`config.mk`:
```
export PLATFORM = sky130hd
export DESIGN_NAME = dm_arbiter
export DESIGN_NICKNAME = d
export VERILOG_FILES = /design/src/rtl/dm_arbiter_pkg.sv /design/src/rtl/dm_lane.sv /design/src/rtl/dm_arbiter.sv
export SDC_FILE = /design/constraint.sdc
export NUM_CORES = 1
export LEC_CHECK = 0
export ABC_CLOCK_PERIOD_IN_PS = 2000
export CAP_MARGIN = 10
export CORE_MARGIN = 2
export CORE_UTILIZATION = 37
export DETAILED_ROUTE_END_ITERATION = 8
export PLACE_DENSITY = 0.9
export SYNTH_ARGS = -nofsm -noshare
export SYNTH_HDL_FRONTEND = slang
export SYNTH_SLANG_ARGS = --single-unit
```
`constraint.sdc`:
```
create_clock -name Clk -period 2 [get_ports Clk]
set_input_delay 0.2 -clock Clk [delete_from_list [all_inputs] [get_ports Clk]]
set_output_delay 0.2 -clock Clk [all_outputs]
set_load 0.02 [all_outputs]
```
`src/rtl/dm_arbiter_pkg.sv`:
```
// rtl/dm_arbiter_pkg.sv - shared size/byte-enable encodings and response record for dm_arbiter
package dm_arbiter_pkg;

    localparam int DM_AW   = 11;
    localparam int WIN_LSB = DM_AW + 2;

    typedef enum logic [1:0] {
        SZ_BYTE = 2'b00,
        SZ_HALF = 2'b01,
        SZ_WORD = 2'b10,
        SZ_ILL  = 2'b11
    } dm_size_e;

    localparam logic [3:0] BE_NONE    = 4'b0000;
    localparam logic [3:0] BE_BYTE0   = 4'b0001;
    localparam logic [3:0] BE_HALF_LO = 4'b0011;
    localparam logic [3:0] BE_HALF_HI = 4'b1100;
    localparam logic [3:0] BE_WORD    = 4'b1111;

    // Everything the response stage needs, captured on the accept edge.
    typedef struct packed {
        logic               valid;
        logic               mst;
        logic               we;
        logic [1:0]         size;
        logic               sgn;
        logic [31:WIN_LSB]  addr_hi;
        logic [1:0]         addr_lo;
        logic [31:0]        word;
    } dm_rsp_t;

endpackage

```
`src/rtl/dm_lane.sv`:
```
// rtl/dm_lane.sv - byte-enable generation, legality check and load-lane extraction
module dm_lane
    import dm_arbiter_pkg::*;
#(
    parameter logic [31:0] BASE_ADDR = 32'h0000_0000
) (
    input  logic [31:WIN_LSB] addr_hi,
    input  logic [1:0]        addr_lo,
    input  logic [1:0]        size,
    input  logic              sgn,
    input  logic [31:0]       rd,
    output logic [3:0]        be,
    output logic              legal,
    output logic [31:0]       ld_data
);

    logic [7:0]  byte_sel;
    logic [15:0] half_sel;
    logic        in_window;

    assign in_window = (addr_hi == BASE_ADDR[31:WIN_LSB]);
    assign byte_sel  = rd[{addr_lo, 3'b000} +: 8];
    assign half_sel  = addr_lo[1] ? rd[31:16] : rd[15:0];

    always_comb begin
        be      = BE_NONE;
        legal   = 1'b0;
        ld_data = '0;
        case (size)
            SZ_BYTE: begin
                be      = BE_BYTE0 << addr_lo;
                legal   = 1'b1;
                ld_data = {{24{sgn & byte_sel[7]}}, byte_sel};
            end
            SZ_HALF: begin
                be      = addr_lo[1] ? BE_HALF_HI : BE_HALF_LO;
                legal   = ~addr_lo[0];
                ld_data = {{16{sgn & half_sel[15]}}, half_sel};
            end
            SZ_WORD: begin
                be      = BE_WORD;
                legal   = (addr_lo == 2'b00);
                ld_data = rd;
            end
            default: ;
        endcase
        // Misaligned or out-of-window accesses touch no lane and return zero.
        if (!(legal && in_window)) begin
            be      = BE_NONE;
            legal   = 1'b0;
            ld_data = '0;
        end
    end

endmodule

```
`src/rtl/dm_arbiter.sv`:
```
// rtl/dm_arbiter.sv - two-master round-robin data-memory arbiter; DM_ARB_LOCK_EN enables grant locking
module dm_arbiter
    import dm_arbiter_pkg::*;
#(
    parameter logic [31:0] BASE_ADDR = 32'h0000_0000
) (
    input  logic        Clk,
    input  logic        Rst_n,
    input  logic        M0_Req,
    input  logic        M0_We,
    input  logic [31:0] M0_Addr,
    input  logic [1:0]  M0_Size,
    input  logic        M0_Signed,
    input  logic [31:0] M0_WData,
    input  logic        M0_Lock,
    output logic        M0_Gnt,
    output logic        M0_RValid,
    output logic [31:0] M0_RData,
    output logic        M0_Err,
    input  logic        M1_Req,
    input  logic        M1_We,
    input  logic [31:0] M1_Addr,
    input  logic [1:0]  M1_Size,
    input  logic        M1_Signed,
    input  logic [31:0] M1_WData,
    input  logic        M1_Lock,
    output logic        M1_Gnt,
    output logic        M1_RValid,
    output logic [31:0] M1_RData,
    output logic        M1_Err,
    output logic        DM_We,
    output logic [10:0] DM_A,
    output logic [3:0]  DM_BE,
    output logic [31:0] DM_WD,
    input  logic [31:0] DM_RD
);

    logic        gnt0, gnt1, accept, sel;
    logic        lock_hold, lock_own;
    logic        rr_last;
    logic        m_we, m_sgn;
    logic [1:0]  m_size;
    logic [31:0] m_addr, m_wdata;
    logic [3:0]  req_be;
    logic        req_legal;
    logic [31:0] unused_req_ld;
    dm_rsp_t     rsp;
    logic [3:0]  unused_rsp_be;
    logic        rsp_legal;
    logic [31:0] rsp_ld, rsp_rdata;
    logic        rsp_err;

`ifdef DM_ARB_LOCK_EN
    logic lock_q, m_lock;

    assign m_lock    = sel ? M1_Lock : M0_Lock;
    assign lock_hold = lock_q && (lock_own ? (M1_Req && M1_Lock) : (M0_Req && M0_Lock));

    // Lock survives only while the owner keeps both Req and Lock asserted.
    always_ff @(posedge Clk or negedge Rst_n) begin
        if (!Rst_n) begin
            lock_q   <= 1'b0;
            lock_own <= 1'b0;
        end else begin
            lock_q <= accept && m_lock;
            if (accept)
                lock_own <= sel;
        end
    end
`else
    logic unused_lock;

    assign unused_lock = M0_Lock | M1_Lock;
    assign lock_hold   = 1'b0;
    assign lock_own    = 1'b0;
`endif

    // rr_last names the master granted most recently; the other wins a tie.
    always_comb begin
        gnt0 = 1'b0;
        gnt1 = 1'b0;
        if (Rst_n) begin
            if (lock_hold) begin
                gnt0 = ~lock_own;
                gnt1 = lock_own;
            end else if (M0_Req && M1_Req) begin
                gnt0 = rr_last;
                gnt1 = ~rr_last;
            end else begin
                gnt0 = M0_Req;
                gnt1 = M1_Req;
            end
        end
    end

    assign M0_Gnt = gnt0;
    assign M1_Gnt = gnt1;
    assign accept = gnt0 | gnt1;
    assign sel    = gnt1;

    assign m_we    = sel ? M1_We     : M0_We;
    assign m_addr  = sel ? M1_Addr   : M0_Addr;
    assign m_size  = sel ? M1_Size   : M0_Size;
    assign m_sgn   = sel ? M1_Signed : M0_Signed;
    assign m_wdata = sel ? M1_WData  : M0_WData;

    dm_lane #(.BASE_ADDR(BASE_ADDR)) u_req_lane (
        .addr_hi (m_addr[31:WIN_LSB]),
        .addr_lo (m_addr[1:0]),
        .size    (m_size),
        .sgn     (m_sgn),
        .rd      (DM_RD),
        .be      (req_be),
        .legal   (req_legal),
        .ld_data (unused_req_ld)
    );

    assign DM_A  = m_addr[WIN_LSB-1:2];
    assign DM_WD = m_wdata;
    assign DM_We = accept && m_we && req_legal;
    assign DM_BE = DM_We ? req_be : BE_NONE;

    always_ff @(posedge Clk or negedge Rst_n) begin
        if (!Rst_n) begin
            rsp     <= '0;
            rr_last <= 1'b1;
        end else begin
            rsp.valid <= accept;
            if (accept) begin
                rr_last     <= sel;
                rsp.mst     <= sel;
                rsp.we      <= m_we;
                rsp.size    <= m_size;
                rsp.sgn     <= m_sgn;
                rsp.addr_hi <= m_addr[31:WIN_LSB];
                rsp.addr_lo <= m_addr[1:0];
                rsp.word    <= DM_RD;
            end
        end
    end

    dm_lane #(.BASE_ADDR(BASE_ADDR)) u_rsp_lane (
        .addr_hi (rsp.addr_hi),
        .addr_lo (rsp.addr_lo),
        .size    (rsp.size),
        .sgn     (rsp.sgn),
        .rd      (rsp.word),
        .be      (unused_rsp_be),
        .legal   (rsp_legal),
        .ld_data (rsp_ld)
    );

    assign rsp_rdata = (rsp.valid && !rsp.we) ? rsp_ld : '0;
    assign rsp_err   = rsp.valid && !rsp_legal;

    assign M0_RValid = rsp.valid && !rsp.mst;
    assign M1_RValid = rsp.valid &&  rsp.mst;
    assign M0_Err    = rsp_err && !rsp.mst;
    assign M1_Err    = rsp_err &&  rsp.mst;
    assign M0_RData  = rsp.mst ? 32'h0 : rsp_rdata;
    assign M1_RData  = rsp.mst ? rsp_rdata : 32'h0;

endmodule

```
# Word level (Yosys, flattened, before mapping)
# Index checks and enable logic that the tools add are counted.
totals:
  ff_bits: 60
  latch_bits: 0
  ramBits: 0
  romBits: 0
  out_inout_bits: 118
  mem_count: 0
op_classes:
  add_sub_neg: 0
  n_mul: 0
  div_mod_pow: 0
  magnitude_cmp: 0
  eq_ne: 4
  shifts: 2
  mux: 23
  n_bitwise: 6
  reduce_logical: 20
ops:
  columns: ["op", "count"]
  rows:
  - ["two-way mux 32 bit", 6]
  - ["one-hot mux 32 bit (3 select lines)", 1]
  - ["logical NOT 19 bit", 2]
  - ["indexed part select 32 x 6 -> 8 bit", 1]
  - ["two-way mux 16 bit", 1]
  - ["two-way mux 4 bit", 3]
  - ["one-hot mux 4 bit (3 select lines)", 1]
  - ["logical AND 1 bit", 11]
  - ["logical NOT 2 bit", 4]
  - ["two-way mux 1 bit", 8]
  - ["one-hot mux 1 bit (3 select lines)", 2]
  - ["== test 2 x 1 -> 1 bit, second input constant", 2]
  - ["== test 2 bit, second input constant", 2]
  - ["left shift 1 x 2 -> 4 bit, first input constant", 1]
  - ["logical NOT 1 bit", 3]
  - ["NOT 1 bit", 3]
  - ["AND 1 bit", 2]
  - ["two-way mux 2 bit", 1]
  - ["bitwise OR 1 bit", 1]

# Logic depth before layout (Yosys ltp)
logic_depth:
  depth_word: 10
  mapped_depth: 8

# Cells and area by module
# Synthesis repeated with hierarchy kept, for this count alone.
hier_totals:
  hier_cells: 728
  hier_area_um2: 5517.8
by_module_without_submodules:
  columns: ["mod", "n_inst", "cells_each", "area_per_inst_um2"]
  rows:
  - ["dm_arbiter", 1, 486, 3816.2]
  - ["dm_lane", 2, 121, 850.8]

# Least setup slack after synthesis
# Ideal clock, no wire load.
synth_path:
  path_type: "flip-flop to output port"
  start: "register rr_last"
  end: "output DM_BE[0]"
  t_arrival_ns: 1.972
  required_time_ns: 1.800
  slack_ns: -0.172
  path_stages_with_launch: 6
  path_buffers: 0
  path_cell_list: "dfstp_2 inv_1 a21oi_1 a22o_1 o2111ai_1 a221oi_1"
synth_lines:
  columns: ["element", "line", "text"]
  rows:
  - ["from (decl)", "dm_arbiter.sv:40", "logic rr_last;"]
  - ["from (signal assigned)", "dm_arbiter.sv:130", "rr_last <= sel;"]
  - ["two-way mux 1 bit", "dm_arbiter.sv:86", "end else if (M0_Req && M1_Req) begin"]
  - ["two-way mux 1 bit", "dm_arbiter.sv:82", "if (Rst_n) begin"]
  - ["via M0_Gnt", "dm_arbiter.sv:16", "output logic M0_Gnt,"]
  - ["bitwise OR 1 bit", "dm_arbiter.sv:98", "assign accept = gnt0 | gnt1;"]
  - ["logical AND 1 bit (2 in a row)", "dm_arbiter.sv:120", "assign DM_We = accept && m_we && req_legal;"]
  - ["two-way mux 4 bit", "dm_arbiter.sv:121", "assign DM_BE = DM_We ? req_be : BE_NONE;"]
  - ["to (decl)", "dm_arbiter.sv:33", "output logic [3:0] DM_BE,"]
# The timed path passes the listed nets, and every way through them passes these cells.

# Final worst setup path
layout_path:
  start: "register rsp[55] (netlist name)"
  end: "output M1_RData[5]"
layout_between:
  elab_chain_cells: 6
layout_rtl:
  columns: ["element", "line", "text"]
  rows:
  - ["== test 2 bit, or another cell as far along", "dm_lane.sv:29", "case (size)"]
  - ["one-hot mux 1 bit (3 select lines)", "dm_lane.sv:29", null]
  - ["logical AND 1 bit", "dm_lane.sv:48", "if (!(legal && in_window)) begin"]
  - ["two-way mux 32 bit (*)", "dm_lane.sv:48", null]
  - ["two-way mux 32 bit (*)", "dm_arbiter.sv:153", "assign rsp_rdata = (rsp.valid && !rsp.we) ? rsp_ld : '0;"]
  - ["two-way mux 32 bit (*)", "dm_arbiter.sv:161", "assign M1_RData = rsp.mst ? rsp_rdata : 32'h0;"]
  - ["to (decl)", "dm_arbiter.sv:29", "output logic [31:0] M1_RData,"]
# Every way passes the cells marked *; elsewhere a longest branch is shown, timed or not.

==> results.json <==
{
  "outcome": "finished, violations left",
  "violations_in_the_final_reports": "setup timing",
  "period_share": 1.17,
  "cellLeakagePower_nw": 4.22,
  "clk_pin_slew_worst_paths_ns": 0.05,
  "clock_path_buffers": 2,
  "rsz0062_at_grt": "yes",
  "design.final.nets": 1083,
  "timing.critical_path.slowest_cell_delay_ns": 0.46,
  "final-instance-count-excl-fill": 1059,
  "number_of_enable_flip_flop_cells_after_synthesis": 0,
  "report.final.hold_viol_count": 0,
  "clock_insertion_delay_worst_skew_ns": 0.32,
  "maxCapViolCount": 0,
  "cp.arrival_ns": 2.13,
  "die_w_um": 112,
  "gpl.final_weighted_congestion": 0.950,
  "detailroute.wirelength.met3_um": 1970,
  "hold_path_class": "in2async",
  "critical_path.startpoint_type": "register",
  "place_area_um2": 7760,
  "synth_most_common_cell": "nand2_1",
  "hpwlAfterDp_um": 13500,
  "netSwitchingFraction": 0.348,
  "vdd_drop_max_v": 0.000474,
  "grt_start_max_net_pins": 84,
  "post-route-min-period_ns": 2.33,
  "p_int_w": 0.00361,
  "floorplan.die_area_um2": 12600,
  "clock_sinks": 60,
  "place.detailed.instances": 1008,
  "first_pass_iters": 7,
  "comb_power_share": 0.443,
  "port_buffers": 289,
  "gr_ovfl_total": 0,
  "library_cells_used_by_synthesis": 41,
  "power_density_over_the_cells_nw_per_um2": 585,
  "ys.flop_type": "dfrtp_1",
  "aggregate_routed_wire_length_um": 23800,
  "crit_chain": "buf_4 -> nor3b_1 -> buf_4 -> a222oi_1 -> buf_4 -> nor2_1 -> buf_4",
  "route.detailed.wl_per_inst_um": 22.5,
  "drt_drc_violations_left": 0,
  "syn_to_final_growth_pct": 118,
  "placement_rows": 39,
  "wire_length_of_the_first_global_routing_pass_um": 29400,
  "antenna_violations_before_repair": 2,
  "ys_seq_elements": 60,
  "clkPwrFrac": 0.280,
  "synth_common_cells": "nand2_1, dfrtp_1, nor2_1",
  "maxUsedRoutingLayer": "met4",
  "crit_slowest_cell": "dfrtp_2",
  "m1WireLength_um": 8430,
  "numCtsBuffers": 9,
  "avgViaCountPerCell": 5.71,
  "switchingPower_w": 0.00193,
  "final_cell_area_um2": 9470,
  "htree_levels": 3,
  "worst_slew_margin_rel": 0.464,
  "critPathRequiredTime_ns": 1.80,
  "n_fill_cell": 595,
  "drt_iter0_markers": 465,
  "timing.final.setup_violations": 112,
  "vias": 6042,
  "synthesis.area_per_instance_um2": 7.83,
  "path_delay_family": "buffers and inverters",
  "cts_tree": "yes",
  "drv_slew": 0,
  "clock_tree.root_cell": "clkbuf_16",
  "skew_ns": 0.00460,
  "placeable_core_area_um2": 11400,
  "synthesis_warnings": 0,
  "r2r-start": "rr_last$_DFFE_PN1P_",
  "pin_count": 292,
  "worstSetupPathType": "reg2out",
  "synthDominantCellAreaShare": 0.340,
  "height_of_the_die_um": 112,
  "floorplan.initialDensity": 0.380,
  "postSynth.asyncResetShare": 1.00,
  "crit_start": "rsp[55]$_DFFE_PN0P_",
  "clock.fmax_mhz": 429,
  "drive_gt1_frac": 0.477,
  "synthesis.area_um2": 4340,
  "cp_common_cell": "buf_4",
  "synth_fp_nets": 728,
  "timing.critical_path.depth": 7,
  "synth_top_cell_by_area": "dfrtp_1",
  "wl_met2_um": 12300,
  "kind_of_capture_point_of_the_worst_setup_path": "primary output",
  "crit_buf_inv": 4,
  "critical_path_peak_fanout": 8,
  "share_seq_of_total_power": 0.277,
  "ff2ff_setup_slack_ns": 0.31,
  "worst-slew-pin-transition_ns": 0.804,
  "synthesis.instances": 554,
  "final.setup.worst_slack_ns": -0.330,
  "number_of_global_route_vias_before_repair": 5722,
  "synth.yosys.seq_area_share": 0.346,
  "detail-route-antenna-nets": 0,
  "grt.total_usage": 0.293,
  "netlist_top_cells_area": "dfrtp_1, nand2_1, mux2_2",
  "length_in_cells_of_the_worst_reg_to_reg_path": 6,
  "final_util": 0.829
}
-- state kept, by name, indices dropped and copies added (netlist names) --
signal	cells
rr_last	1
rsp	59
-- final cells by class --
class / count / area (um2) / area share
Antenna cell: 2 / 5.00 / 0.000528
Clock buffer: 9 / 225 / 0.0238
Clock inverter: 7 / 75.1 / 0.00793
Inverter: 9 / 38.8 / 0.00410
Multi-Input combinational cell: 436 / 3440 / 0.363
Sequential cell: 60 / 1510 / 0.159
Tap cell: 143 / 179 / 0.0189
Timing Repair Buffer: 393 / 4000 / 0.423
-- through the flow --
stage          setup TNS (ns)  total power, W  setup slack, ns  hold slack [ns]
2_1_floorplan          -0.343         0.00235           -0.172          -0.0956
3_3_place_gp           -43.27         0.00327           -0.712            0.463
3_5_place_dp           -44.00         0.00331           -0.769            0.472
4_1_cts                -14.56         0.00508           -0.270            0.135
5_1_grt                -32.87         0.00574           -0.466            0.217
6_report               -22.29         0.00554           -0.330            0.141
-- worst paths after layout --
kind                                            end
worst max register to register  rsp[35]$_DFFE_PN0P_
min in group Clk                rsp[17]$_DFFE_PN0P_
max in group asynchronous       rsp[33]$_DFFE_PN0P_
worst max-delay path                    M1_RData[5]
worst min-delay path              rsp[58]$_DFF_PN0_
worst min register to register  rsp[45]$_DFFE_PN0P_
-- per-layer routing --
layer  vias up  track usage
li1       2615            -
met3        97       0.0551
met5         -            0
met4         0        0.141
met2       428        0.513
met1      2902        0.345
-- power by group through the flow --
stage                     registers [W]  clock network (W)  logic, W
final                           0.00154            0.00155   0.00245
after global routing            0.00155            0.00164   0.00256
after CTS                       0.00152            0.00154   0.00202
after detailed placement        0.00152                  0   0.00179
after global placement          0.00151                  0   0.00176
after floorplan                 0.00148                  0  0.000871
-- cell usage in the layout (no fill, tap or decap), drive strengths merged, types with 5 or more instances in the layout --
cell type        n
nor3             8
a221oi          10
inv             10
buf            211
nor2b            7
dfrtp           59
nand2          178
clkinv           5
nor2            48
nor4            10
mux2i           27
clkbuf          17
clkdlybuf4s50  172
a21oi           43
mux2            40
o21ai           31
-- logic make-up (layout without fill, tap and decap cells) --
| family | count (synthesis) | after routing | synth area share |
|---|---|---|---|
| AOI/OAI and AO/OA | 106 | 106 | 0.161 |
| buffers and inverters | 58 | 418 | 0.0704 |
| DFF | 60 | 60 | 0.346 |
| muxes | 68 | 68 | 0.171 |
| other | 0 | 2 | 0 |
| and+or+nand+nor | 262 | 262 | 0.251 |
-- what timing repair did --
| item | in CTS | in global routing |
|---|---|---|
| gates cloned | 5 | 8 |
| endpoints found under the setup margin | 116 | 115 |
| hold endpoints to repair | 0 | 0 |
| buffers inserted | 14 | 9 |
| hold buffers | 0 | 0 |
| pin swaps | 20 | 92 |
| gates resized for setup | 589 | 291 |
Power figures use the tool's default switching activity.
